**src/rtl/load_store_unit_pkg.sv**
```systemverilog
// load_store_unit_pkg: memory access size codes shared with the control decoder, LSU state encodings, size-mask helper
package load_store_unit_pkg;
  localparam logic [1:0] MEM_BS_NONE = 2'b00;
  localparam logic [1:0] MEM_BS_BYTE = 2'b01;
  localparam logic [1:0] MEM_BS_HALF = 2'b10;
  localparam logic [1:0] MEM_BS_WORD = 2'b11;
  typedef enum logic [2:0] {
    LSU_IDLE,
    LSU_REQ0,
    LSU_WAIT0,
    LSU_REQ1,
    LSU_WAIT1,
    LSU_RESP
  } lsu_state_t;
  function automatic logic [3:0] bs_mask(input logic [1:0] bs);
    return bs == MEM_BS_WORD ? 4'b1111 : bs == MEM_BS_HALF ? 4'b0011 : bs == MEM_BS_BYTE ? 4'b0001 : 4'b0000;
  endfunction
endpackage

```
**src/rtl/lsu_lane_align.sv**
```systemverilog
// lsu_lane_align: byte-lane steering for stores and read assembly/extension for loads
// ports: off/bs select offset and size; wdata right-aligned store data; rdata0/rdata1 captured beats;
//        be0/be1 and wdata0/wdata1 per-beat lanes; split when the access crosses a word; rdata extended load
module lsu_lane_align
  import load_store_unit_pkg::*;
(
  input  logic [1:0]  off,
  input  logic [1:0]  bs,
  input  logic        se,
  input  logic [31:0] wdata,
  input  logic [31:0] rdata0,
  input  logic [31:0] rdata1,
  output logic [3:0]  be0,
  output logic [3:0]  be1,
  output logic [31:0] wdata0,
  output logic [31:0] wdata1,
  output logic        split,
  output logic [31:0] rdata
);
  logic [3:0]  m;
  logic [5:0]  sh;
  logic [7:0]  mask8;
  logic [31:0] wmask;
  logic [63:0] data64;
  logic [31:0] rd;
  always_comb begin
    m = bs_mask(bs);
    sh = {off, 3'b000};
    mask8 = {4'b0000, m} << off;
    wmask = {{8{m[3]}}, {8{m[2]}}, {8{m[1]}}, {8{m[0]}}};
    data64 = {32'b0, wdata & wmask} << sh;
    {be1, be0} = mask8;
    {wdata1, wdata0} = data64;
    split = |mask8[7:4];
    // low 32 bits of {rdata1,rdata0} >> sh; a 32-bit shift by 32 yields zero, covering off=0
    rd = (rdata0 >> sh) | (rdata1 << (6'd32 - sh));
    rdata = bs == MEM_BS_BYTE ? {{24{se & rd[7]}}, rd[7:0]} :
            bs == MEM_BS_HALF ? {{16{se & rd[15]}}, rd[15:0]} : rd;
  end
endmodule

```
**src/rtl/load_store_unit.sv**
```systemverilog
// load_store_unit: byte/half/word load-store responder driving a word bus, splitting word-crossing accesses
// ports: req_* core request (ready only in IDLE); resp_* one-cycle completion with extended data/error;
//        bus_* beat request held until bus_gnt, read data returned on bus_rvalid
module load_store_unit
  import load_store_unit_pkg::*;
#(
  parameter bit ALLOW_MISALIGNED = 1'b1
) (
  input  logic        clk,
  input  logic        rst_n,
  input  logic        req_valid,
  output logic        req_ready,
  input  logic        req_we,
  input  logic        req_se,
  input  logic [1:0]  req_bs,
  input  logic [31:0] req_addr,
  input  logic [31:0] req_wdata,
  output logic        resp_valid,
  output logic [31:0] resp_rdata,
  output logic        resp_err,
  output logic        bus_req,
  input  logic        bus_gnt,
  output logic        bus_we,
  output logic [31:0] bus_addr,
  output logic [3:0]  bus_be,
  output logic [31:0] bus_wdata,
  input  logic        bus_rvalid,
  input  logic [31:0] bus_rdata
);
  lsu_state_t  state;
  logic        we_q, se_q, err_q;
  logic [1:0]  bs_q;
  logic [31:0] addr_q, wdata_q, rd0_q, rd1_q;
  logic        idle, split, bad;
  logic [1:0]  a_off, a_bs;
  logic [3:0]  be0, be1;
  logic [31:0] wd0, wd1, rdata, base;
  // in IDLE the aligner looks at the incoming request so a bad access is rejected on acceptance
  lsu_lane_align u_align (
    .off(a_off), .bs(a_bs), .se(se_q), .wdata(wdata_q), .rdata0(rd0_q), .rdata1(rd1_q),
    .be0(be0), .be1(be1), .wdata0(wd0), .wdata1(wd1), .split(split), .rdata(rdata)
  );
  always_comb begin
    idle = state == LSU_IDLE;
    a_off = idle ? req_addr[1:0] : addr_q[1:0];
    a_bs = idle ? req_bs : bs_q;
    bad = a_bs == MEM_BS_NONE || (split && !ALLOW_MISALIGNED);
    base = {addr_q[31:2], 2'b00};
    req_ready = idle;
    bus_req = state == LSU_REQ0 || state == LSU_REQ1;
    bus_we = bus_req & we_q;
    bus_addr = state == LSU_REQ0 ? base : state == LSU_REQ1 ? base + 32'd4 : 32'd0;
    bus_be = state == LSU_REQ0 ? be0 : state == LSU_REQ1 ? be1 : 4'b0000;
    bus_wdata = !bus_we ? 32'd0 : state == LSU_REQ0 ? wd0 : wd1;
    resp_valid = state == LSU_RESP;
    resp_err = resp_valid & err_q;
    resp_rdata = resp_valid && !err_q && !we_q ? rdata : 32'd0;
  end
  always_ff @(posedge clk or negedge rst_n) begin
    if (!rst_n) begin
      state <= LSU_IDLE;
      we_q <= 1'b0;
      se_q <= 1'b0;
      err_q <= 1'b0;
      bs_q <= MEM_BS_NONE;
      addr_q <= '0;
      wdata_q <= '0;
      rd0_q <= '0;
      rd1_q <= '0;
    end else begin
      case (state)
        LSU_IDLE: if (req_valid) begin
          we_q <= req_we;
          se_q <= req_se;
          bs_q <= req_bs;
          addr_q <= req_addr;
          wdata_q <= req_wdata;
          err_q <= bad;
          state <= bad ? LSU_RESP : LSU_REQ0;
        end
        LSU_REQ0: if (bus_gnt) state <= !we_q ? LSU_WAIT0 : split ? LSU_REQ1 : LSU_RESP;
        LSU_WAIT0: if (bus_rvalid) begin
          rd0_q <= bus_rdata;
          state <= split ? LSU_REQ1 : LSU_RESP;
        end
        LSU_REQ1: if (bus_gnt) state <= we_q ? LSU_RESP : LSU_WAIT1;
        LSU_WAIT1: if (bus_rvalid) begin
          rd1_q <= bus_rdata;
          state <= LSU_RESP;
        end
        default: state <= LSU_IDLE;
      endcase
    end
  end
endmodule

```
**config.mk**
```make
export PLATFORM = sky130hd
export DESIGN_NAME = load_store_unit
export DESIGN_NICKNAME = d
export VERILOG_FILES = /design/src/rtl/load_store_unit_pkg.sv /design/src/rtl/lsu_lane_align.sv /design/src/rtl/load_store_unit.sv
export SDC_FILE = /design/constraint.sdc
export NUM_CORES = 1
export LEC_CHECK = 0
export CORE_MARGIN = 2
export CORE_UTILIZATION = 55
export CTS_BUF_LIST = sky130_fd_sc_hd__clkbuf_2 sky130_fd_sc_hd__clkbuf_4 sky130_fd_sc_hd__clkbuf_8
export CTS_CLUSTER_DIAMETER = 150
export DETAILED_ROUTE_END_ITERATION = 8
export GPL_TIMING_DRIVEN = 0
export PLACE_DENSITY = 0.95
export SLEW_MARGIN = 25
export SYNTH_ARGS = -nofsm -noshare
export SYNTH_HDL_FRONTEND = slang
export SYNTH_HIERARCHICAL = 1
export SYNTH_SLANG_ARGS = --single-unit
```
**constraint.sdc**
```tcl
create_clock -name clk -period 11.5 [get_ports clk]
set_input_delay 2.875 -clock clk [delete_from_list [all_inputs] [get_ports clk]]
set_output_delay 2.875 -clock clk [all_outputs]
set_load 0.01 [all_outputs]
```
# Word level (Yosys, flattened, before mapping)
# Index checks and enable logic that the tools add are counted.
# op_classes
n_shift,4
n_mux,24
n_eq_ne,13
n_reduce_logical,12
bitwise,6
addsub,2
# op_table
cell,n
$mux 32,7
$shl 32x5->64,1
$add 32x3->32 const B,1
$and 32x32->32,1
$or 32x32->32,1
$shl 32x6->32,1
$shr 32x5->32,1
$mux 3,8
$mux 4,4
$pmux 3 s5,1
$ne 2x2->1 const B,5
$shl 4x2->8,1
$eq 3x2->1 const B,2
$eq 3x3->1 const B,2
$reduce_and 2->1,3
$sub 6x5->6 const A,1
$reduce_and 5->1,1
$and 1x1->1,4
$eq 2x2->1 const B,2
$mux 2,2
$reduce_or 4->1,1
$eq 3x1->1 const B,1
$logic_not 3->1,1
$eq 2x1->1 const B,1
5 further kinds,8
# totals
inputBits,105
reg_bits,136
wordCells,70
output_inout_bits,105

# Longest topological paths before layout
# Gate-level depths: netlist of run 1.
# depth
word_depth,12
depth_mapped,16
depth_no_buf,9

# Hierarchy
# Netlist of run 1, hierarchy kept.
# modules_own_cells
module,area_each_um2,instances,cells_per_inst
load_store_unit,6854.1,1,576
lsu_lane_align,2264.7,1,315

# Worst setup path before layout of run 1
# Ideal clock, no wire load.
# synth_path
kind,input -> output
start,input port req_addr[1]
end,output port resp_rdata[29]
t_arrival_ns,5.253
path_buffers,6
path_stages,14
setup_slack_ns,3.372
path_cell_list,mux2_2 -> clkbuf_8 -> inv_1 -> buf_2 -> buf_6 -> buf_2 -> ha_1 -> buf_2 -> or2_2 -> o22ai_2 -> o21ai_4 -> buf_4 -> o211ai_1 -> and2_1
# synth_between
elab_chain_cells,8
word_cells_on_any_way,10
# synth_lines
item,line,text
"start, declared",load_store_unit.sv:16,"input logic [31:0] req_addr,"
$mux 2 *,load_store_unit.sv:45,a_off = idle ? req_addr[1:0] : addr_q[1:0];
$sub 6x5->6,lsu_lane_align.sv:36,rd = (rdata0 >> sh) | (rdata1 << (6'd32 - sh));
$shl 32x6->32,lsu_lane_align.sv:36,
$or 32x32->32 *,lsu_lane_align.sv:36,
$and 1x1->1,lsu_lane_align.sv:38,"bs == MEM_BS_HALF ? {{16{se & rd[15]}}, rd[15:0]} : rd;"
$mux 32,lsu_lane_align.sv:38,
$mux 32 *,lsu_lane_align.sv:37,"rdata = bs == MEM_BS_BYTE ? {{24{se & rd[7]}}, rd[7:0]} :"
via rdata[29],load_store_unit.sv:37,"logic [31:0] wd0, wd1, rdata, base;"
$mux 32 *,load_store_unit.sv:57,resp_rdata = resp_valid && !err_q && !we_q ? rdata : 32'd0;
"end, declared",load_store_unit.sv:19,"output logic [31:0] resp_rdata,"
# The timed path passes the listed nets; every way through them passes the cells marked *.

# Worst setup path in the final report of run 1
# layout_path
start,input port req_addr[1]
end,output port resp_rdata[8]
# layout_between
elab_chain_cells,7
word_cells_on_any_way,9
# layout_lines
item,line,text
$mux 2 *,load_store_unit.sv:45,
via a_off[1],load_store_unit.sv:35,"logic [1:0] a_off, a_bs;"
$sub 6x5->6,lsu_lane_align.sv:36,
$shl 32x6->32,lsu_lane_align.sv:36,
$or 32x32->32 *,lsu_lane_align.sv:36,
$mux 32 or $and 1x1->1 (tied branches),"lsu_lane_align.sv:38, lsu_lane_align.sv:37",
$mux 32 *,lsu_lane_align.sv:37,
via rdata[8],load_store_unit.sv:37,
$mux 32 *,load_store_unit.sv:57,
# Marks and branches as above.

==> results.json, run 1 <==
{
  "drt-initial-drc-count": 872,
  "clk_root_buffer_cell": "clkbuf_8",
  "grt_pass1_vias": 8455,
  "relSlewSlack_pct": 45.25,
  "syn2layout_area_growth_pct": 31.26,
  "grt_pass1_wl_mm": 46.63,
  "finClkSkew_ps": 10.94,
  "ys_seq_elements": 136,
  "synthFlopType": "dfrtp_1",
  "cts_resized": 0,
  "syn_avg_cell_area_um2": 10.23,
  "r2r_setup_slack_ps": 8300,
  "r2r_end": "state[2]$_DFFE_PN0P_",
  "r2r-start": "state[2]$_DFFE_PN0P_",
  "final_nets": 1234,
  "tns_ps": 0,
  "final_min_period_over_clock_period_pct": 85.91,
  "worstMarginPinSlew_ps": 818.3,
  "io_pins": 210,
  "synth_cell_types": 67,
  "htree_levels": 4,
  "worstHoldStart": "rd0_q[3]$_DFFE_PN0P_",
  "critPathMaxFanout": 10,
  "synth_edf_count": 0,
  "synth_cells": 891,
  "gr-total-overflow": 0,
  "clock.fmax_mhz": 101.2,
  "hpwl_mm": 22.11,
  "p_per_area_mw_per_mm2": 325.4,
  "hold_end": "rd0_q[3]$_DFFE_PN0P_",
  "grt_max_degree": 81,
  "swShare_pct": 46.83,
  "met3_usage_pct": 7.088,
  "drtPass1Iterations": 6,
  "viasPerCell": 6.299,
  "min_path_type": "reg -> reg",
  "setup_viol": 0,
  "worst_ep_arrival_time_ps": 7000,
  "end_kind": "output pin",
  "ys_seq_area_share_pct": 37.32,
  "ys_warn_count": 6,
  "status": "finished, final reports clean",
  "yosys.area_share.simple_pct": 14.71,
  "slew_viol_final": 0,
  "cts-buffers-inserted": 17,
  "synthXorXnorAreaFrac_pct": 1.235,
  "synth_commonest_cells": "mux2_2, dfrtp_1, nor2_1, mux2i_1, and2_1",
  "start_util_pct": 55.58,
  "critPathKind": "in -> out",
  "wl_per_cell_um": 22.36,
  "antenna_found_initial": 1,
  "pwr-share-seq_pct": 25.3,
  "p_clk_share_pct": 11.2,
  "p_comb_share_pct": 63.5,
  "die_h_um": 132.8,
  "fin_crit_ps": 9879,
  "vias": 8566,
  "cts_sinks": 136,
  "track_usage_pct": 34.39,
  "stdcell_count": 1360,
  "r2r_cells": 11,
  "synthArstFlopShare_pct": 100.0,
  "p_leak_nw": 4.763,
  "place.gp.congestion": 0.9623,
  "num_antenna_cells": 0,
  "startpoint_type": "primary input",
  "clock_path_buffers": 2,
  "p_switching_mw": 1.824,
  "die_w_um": 132.8,
  "ir_drop_mv": 0.1912,
  "core_area_mm2": 0.01641,
  "hold_depth": 1,
  "synth_compound_area_share_pct": 14.68,
  "crit_required_ps": 8630,
  "ys_top_cells_by_area": "dfrtp_1, mux2_2, mux2i_1",
  "rsz0062_at_grt": "false",
  "die_area_mm2": 0.01763,
  "grt_use_met1_pct": 44.00,
  "synth_top_area_cell": "dfrtp_1",
  "io_buffers": 207,
  "clock_latency_ps": 470,
  "grt-busiest-layer": "met2",
  "drive_gt1_share_pct": 24.12,
  "drt-total-wl_mm": 30.41,
  "route.detailed.drc": 0,
  "hold_violations": 0,
  "placed_cells": 1328,
  "cts_setup_buffers": 0,
  "ant_nets": 0,
  "cts.clk_slew.worst_paths_ps": 80,
  "internal-power_mw": 2.071,
  "synth_top_area_share_pct": 37.32,
  "grt_use_met2_pct": 55.12,
  "cts_hold_buf": 0,
  "placementRows": 47,
  "syn_area_mm2": 0.009119,
  "synth_top_family_by_area": "multiplexers",
  "yosysMostFrequentCell": "mux2_2",
  "cts_tree": "yes",
  "synthAdderAreaFrac_pct": 0.2744,
  "synthMuxAreaShare_pct": 25.58,
  "max-cap-violations": 0
}
## layer usage
layer / up-vias / part of all wire [%]
li1: 3738 / -
met1: 4043 / 38
met2: 637 / 46
met3: 146 / 11
met4: 2 / 5.1
met5: - / 0.043
## flip-flops by register name, summed over array words and instances, names as in the netlist
register,cells
state,3
addr_q,32
bs_q,2
err_q,1
we_q,1
rd1_q,32
rd0_q,32
se_q,1
wdata_q,32
## worst max-delay path, stage by stage
cell	delay [ps]
clkdlybuf4s50_1	410
mux2_2	290
clkbuf_8	200
inv_1	80
buf_2	250
buf_6	190
buf_2	270
ha_1	270
buf_2	170
nor2_2	190
clkbuf_1	460
a221oi_1	190
o31ai_1	420
and2_1	200
clkdlybuf4s50_1	540
## worst max path at each step
stage | startpoint | endpoint | slack (ps)
3_5_place_dp | req_addr[1] | resp_rdata[8] | 1780
4_1_cts | req_addr[1] | resp_rdata[8] | 1750
6_report | req_addr[1] | resp_rdata[8] | 1620
2_1_floorplan | req_addr[1] | resp_rdata[29] | 3370
3_3_place_gp | req_addr[1] | resp_rdata[25] | 1810
5_1_grt | req_addr[1] | resp_rdata[8] | 1420
## cells by family (layout without fill, tap and decap cells)
family	after synthesis	count (layout)
AND/OR/NAND/NOR	246	246
multiplexers	213	213
AO/OA/AOI/OAI	178	178
flip-flops	136	136
buffers and inverters	102	342
XOR/XNOR	12	12
adder cells (fa/ha/maj)	2	2
other	2	11
## area by class of cell
cell class                      instances  area, um^2
Buffer                                 85       494.2
Clock buffer                           20       275.3
Clock inverter                         12       161.4
Fill cell                            1180        4438
Inverter                               17       63.81
Multi-Input combinational cell        662        5191
Sequential cell                       136        3403
Tap cell                              220       275.3
Timing Repair Buffer                  208        2105
## cells in the final DEF (no fill, tap or decap), drive strengths merged, types with 9 or more instances in the layout
| cell | instances |
|---|---|
| clkdlybuf4s50 | 206 |
| mux2 | 150 |
| dfrtp | 136 |
| nor2 | 84 |
| buf | 68 |
| mux2i | 63 |
| and2 | 51 |
| clkbuf | 39 |
| nand2 | 28 |
| a21oi | 28 |
| o21ai | 25 |
| nand3 | 23 |
| inv | 22 |
| o31ai | 15 |
| a22o | 14 |
| o2bb2ai | 13 |
| conb | 11 |
| or3 | 11 |
| a32oi | 10 |
| o22ai | 10 |
| nand4 | 10 |
| a22oi | 9 |
| xor2 | 9 |
## per-stage QoR
stage | utilization (%) | setup WS (ps) | hold slack (ps) | area, um^2 | power, mW
after detailed placement | 70.29 | 1777 | 476.2 | 11530 | 3.347
after CTS | 72.95 | 1753 | 493.7 | 11970 | 3.797
after floorplan | - | 3372 | 454.1 | 9153 | 2.551
after global routing | 72.95 | 1422 | 520.6 | 11970 | 4.071
after global placement | 70.09 | 1810 | 466.3 | 11500 | 3.289
final | 72.95 | 1621 | 492.6 | 11970 | 3.895
## power groups by stage
stage | Clock (mW) | Combinational [mW] | Sequential [mW]
2_1_floorplan | 0 | 1.67 | 0.882
3_3_place_gp | 0 | 2.32 | 0.964
3_5_place_dp | 0 | 2.37 | 0.979
4_1_cts | 0.440 | 2.39 | 0.972
5_1_grt | 0.459 | 2.60 | 1.01
6_report | 0.436 | 2.47 | 0.984
Power figures use the tool's default switching activity.
==> run 2: changes to the inputs <==
--- a/config.mk
+++ b/config.mk
@@ -5,13 +5,16 @@
 export SDC_FILE = /design/constraint.sdc
 export NUM_CORES = 1
 export LEC_CHECK = 0
+export CELL_PAD_IN_SITES_DETAIL_PLACEMENT = 2
+export CELL_PAD_IN_SITES_GLOBAL_PLACEMENT = 2
 export CORE_MARGIN = 2
-export CORE_UTILIZATION = 55
+export CORE_UTILIZATION = 35
 export CTS_BUF_LIST = sky130_fd_sc_hd__clkbuf_2 sky130_fd_sc_hd__clkbuf_4 sky130_fd_sc_hd__clkbuf_8
 export CTS_CLUSTER_DIAMETER = 150
 export DETAILED_ROUTE_END_ITERATION = 8
 export GPL_TIMING_DRIVEN = 0
 export PLACE_DENSITY = 0.95
+export SKIP_CTS_REPAIR_TIMING = 1
 export SLEW_MARGIN = 25
 export SYNTH_ARGS = -nofsm -noshare
 export SYNTH_HDL_FRONTEND = slang
==> run 2 against run 1 <==
Effect of this change: sequential power about the same; cell area increased by 1.2%; worst hold slack improved by 9.5 ps; clock-buffer cell count decreased by 3; via count increased by 1.7%; power increased by 6.1%; combinational power increased by 8.1%; highest routed layer unchanged; critical path depth decreased by 1; first-iteration DRC count decreased by 20%.
==> results.json, run 2 (synthesized netlist as in run 1, its figures left out) <==
{
  "placementRows": 59,
  "core_area_mm2": 0.02584,
  "r2r_end": "state[2]$_DFFE_PN0P_",
  "start_util_pct": 35.29,
  "max-cap-violations": 0,
  "min_path_type": "reg -> reg",
  "critical_path_depth": 14,
  "die_w_um": 165.4,
  "r2r_cells": 11,
  "grt_pass1_vias": 9855,
  "grt_use_met1_pct": 34.30,
  "path_common_cell": "buf_2",
  "placed_cell_area_mm2": 0.01168,
  "placed_cells": 1443,
  "worstMarginPinSlew_ps": 953.3,
  "place.gp.congestion": 0.8825,
  "die_h_um": 165.4,
  "vias": 8708,
  "drt-total-wl_mm": 40.88,
  "critPathKind": "in -> out",
  "syn2layout_area_growth_pct": 32.78,
  "clock_path_buffers": 2,
  "end_kind": "output pin",
  "fin_area_mm2": 0.01211,
  "power_mw": 4.133,
  "clock.fmax_mhz": 98.29,
  "p_per_area_mw_per_mm2": 341.3,
  "path_delay_family": "buffers and inverters",
  "slew_viol_final": 0,
  "status": "finished, final reports clean",
  "viasPerCell": 5.908,
  "r2r-start": "state[2]$_DFFE_PN0P_",
  "drive_gt1_share_pct": 24.06,
  "setup_viol": 0,
  "cts.clk_slew.worst_paths_ps": 80,
  "cts_sinks": 136,
  "drt-initial-drc-count": 701,
  "grt_use_met2_pct": 53.41,
  "route.detailed.drc": 0,
  "worst_ep_arrival_time_ps": 7300,
  "fin_util_pct": 46.86,
  "drtPass1Iterations": 5,
  "ir_drop_mv": 0.1315,
  "stdcell_count": 1474,
  "crit_path_cell_trace": "clkdlybuf4s50_1 > mux2_2 > clkbuf_8 > inv_1 > buf_2 > buf_6 > buf_2 > ha_1 > buf_2 > or2_2 > nor2_1 > a221o_1 > and2_1 > clkdlybuf4s50_1",
  "critPathBufInv": 8,
  "finClkSkew_ps": 9.243,
  "met3_usage_pct": 5.619,
  "gr-total-overflow": 0,
  "slowest_stage": "nor2_1",
  "antenna_found_initial": 2,
  "startpoint_type": "primary input",
  "p_leak_nw": 4.763,
  "hpwl_mm": 30.04,
  "cts-buffers-inserted": 17,
  "hold_violations": 0,
  "die_area_mm2": 0.02736,
  "relSlewSlack_pct": 36.21,
  "io_buffers": 207,
  "rsz0062_at_grt": "false",
  "num_antenna_cells": 0,
  "grt_pass1_wl_mm": 60.35,
  "tns_ps": 0,
  "crit_required_ps": 8630,
  "clk_root_buffer_cell": "clkbuf_8",
  "ant_nets": 0,
  "r2r_setup_slack_ps": 8000,
  "track_usage_pct": 29.75,
  "grt_max_degree": 79,
  "io_pins": 210,
  "final_nets": 1234,
  "final_min_period_over_clock_period_pct": 88.47,
  "cts_tree": "yes",
  "max_stage_delay_ps": 740,
  "clock_latency_ps": 470,
  "endpoint": "resp_rdata[0]",
  "fin_crit_ps": 10170,
  "startpoint": "req_addr[1]",
  "htree_levels": 4,
  "layout_common_cells": "clkdlybuf4s50_1, mux2_2, dfrtp_1, nor2_1, mux2i_1",
  "grt-busiest-layer": "met2",
  "wl_per_cell_um": 27.74,
  "critPathMaxFanout": 10,
  "final_common_cell": "clkdlybuf4s50_1"
}
==> run 2: cell types whose count changed in the layout (fill, tap and decap cells not counted), sizes merged <==
cell	delta
clkinv	+4
clkbuf	-3
inv	-2
bufinv	+1
clkinvlp	-1
==> run 2: metal layers <==
metal | routed length (um) | vias to the layer above
met2 | 20630 | 456
met1 | 15740 | 4401
met4 | 1835 | 4
li1 | - | 3724
met3 | 2651 | 123
met5 | 24 | -
==> run 2: cell type report <==
cell class,count,area (um^2)
Fill cell,2718,13730
Clock inverter,14,197.7
Sequential cell,136,3403
Clock buffer,17,234.0
Timing Repair Buffer,208,2105
Buffer,85,494.2
Multi-Input combinational cell,662,5191
Tap cell,335,419.2
Inverter,17,63.81
==> run 2: worst min-delay path by stage <==
| stage | cells after the start | end | startpoint | slack (ps) |
|---|---|---|---|---|
| after global placement | 1 | rd0_q[7]$_DFFE_PN0P_ | rd0_q[7]$_DFFE_PN0P_ | 470 |
| final | 1 | rd0_q[1]$_DFFE_PN0P_ | rd0_q[1]$_DFFE_PN0P_ | 500 |
| after global routing | 1 | rd0_q[1]$_DFFE_PN0P_ | rd0_q[1]$_DFFE_PN0P_ | 530 |
| after floorplan | 1 | rd0_q[7]$_DFFE_PN0P_ | rd0_q[7]$_DFFE_PN0P_ | 450 |
| after detailed placement | 1 | rd0_q[1]$_DFFE_PN0P_ | rd0_q[1]$_DFFE_PN0P_ | 500 |
| after CTS | 1 | rd0_q[1]$_DFFE_PN0P_ | rd0_q[1]$_DFFE_PN0P_ | 510 |
==> run 2: through the flow <==
step | hold WS [ps] | worst slack, ps
finish | 502.1 | 1326
global route | 534.2 | 1274
CTS | 510.6 | 1459
detailed placement | 495.3 | 1552
global placement | 465.2 | 1676
floorplan | 454.1 | 3372
==> run 2: where the power goes <==
| group | switching (mW) | leakage (nW) | internal (mW) |
|---|---|---|---|
| combinational | 1.55 | 2.92 | 1.12 |
| clock | 0.220 | 0.213 | 0.237 |
| sequential | 0.288 | 1.63 | 0.722 |
| total | 2.06 | 4.76 | 2.08 |
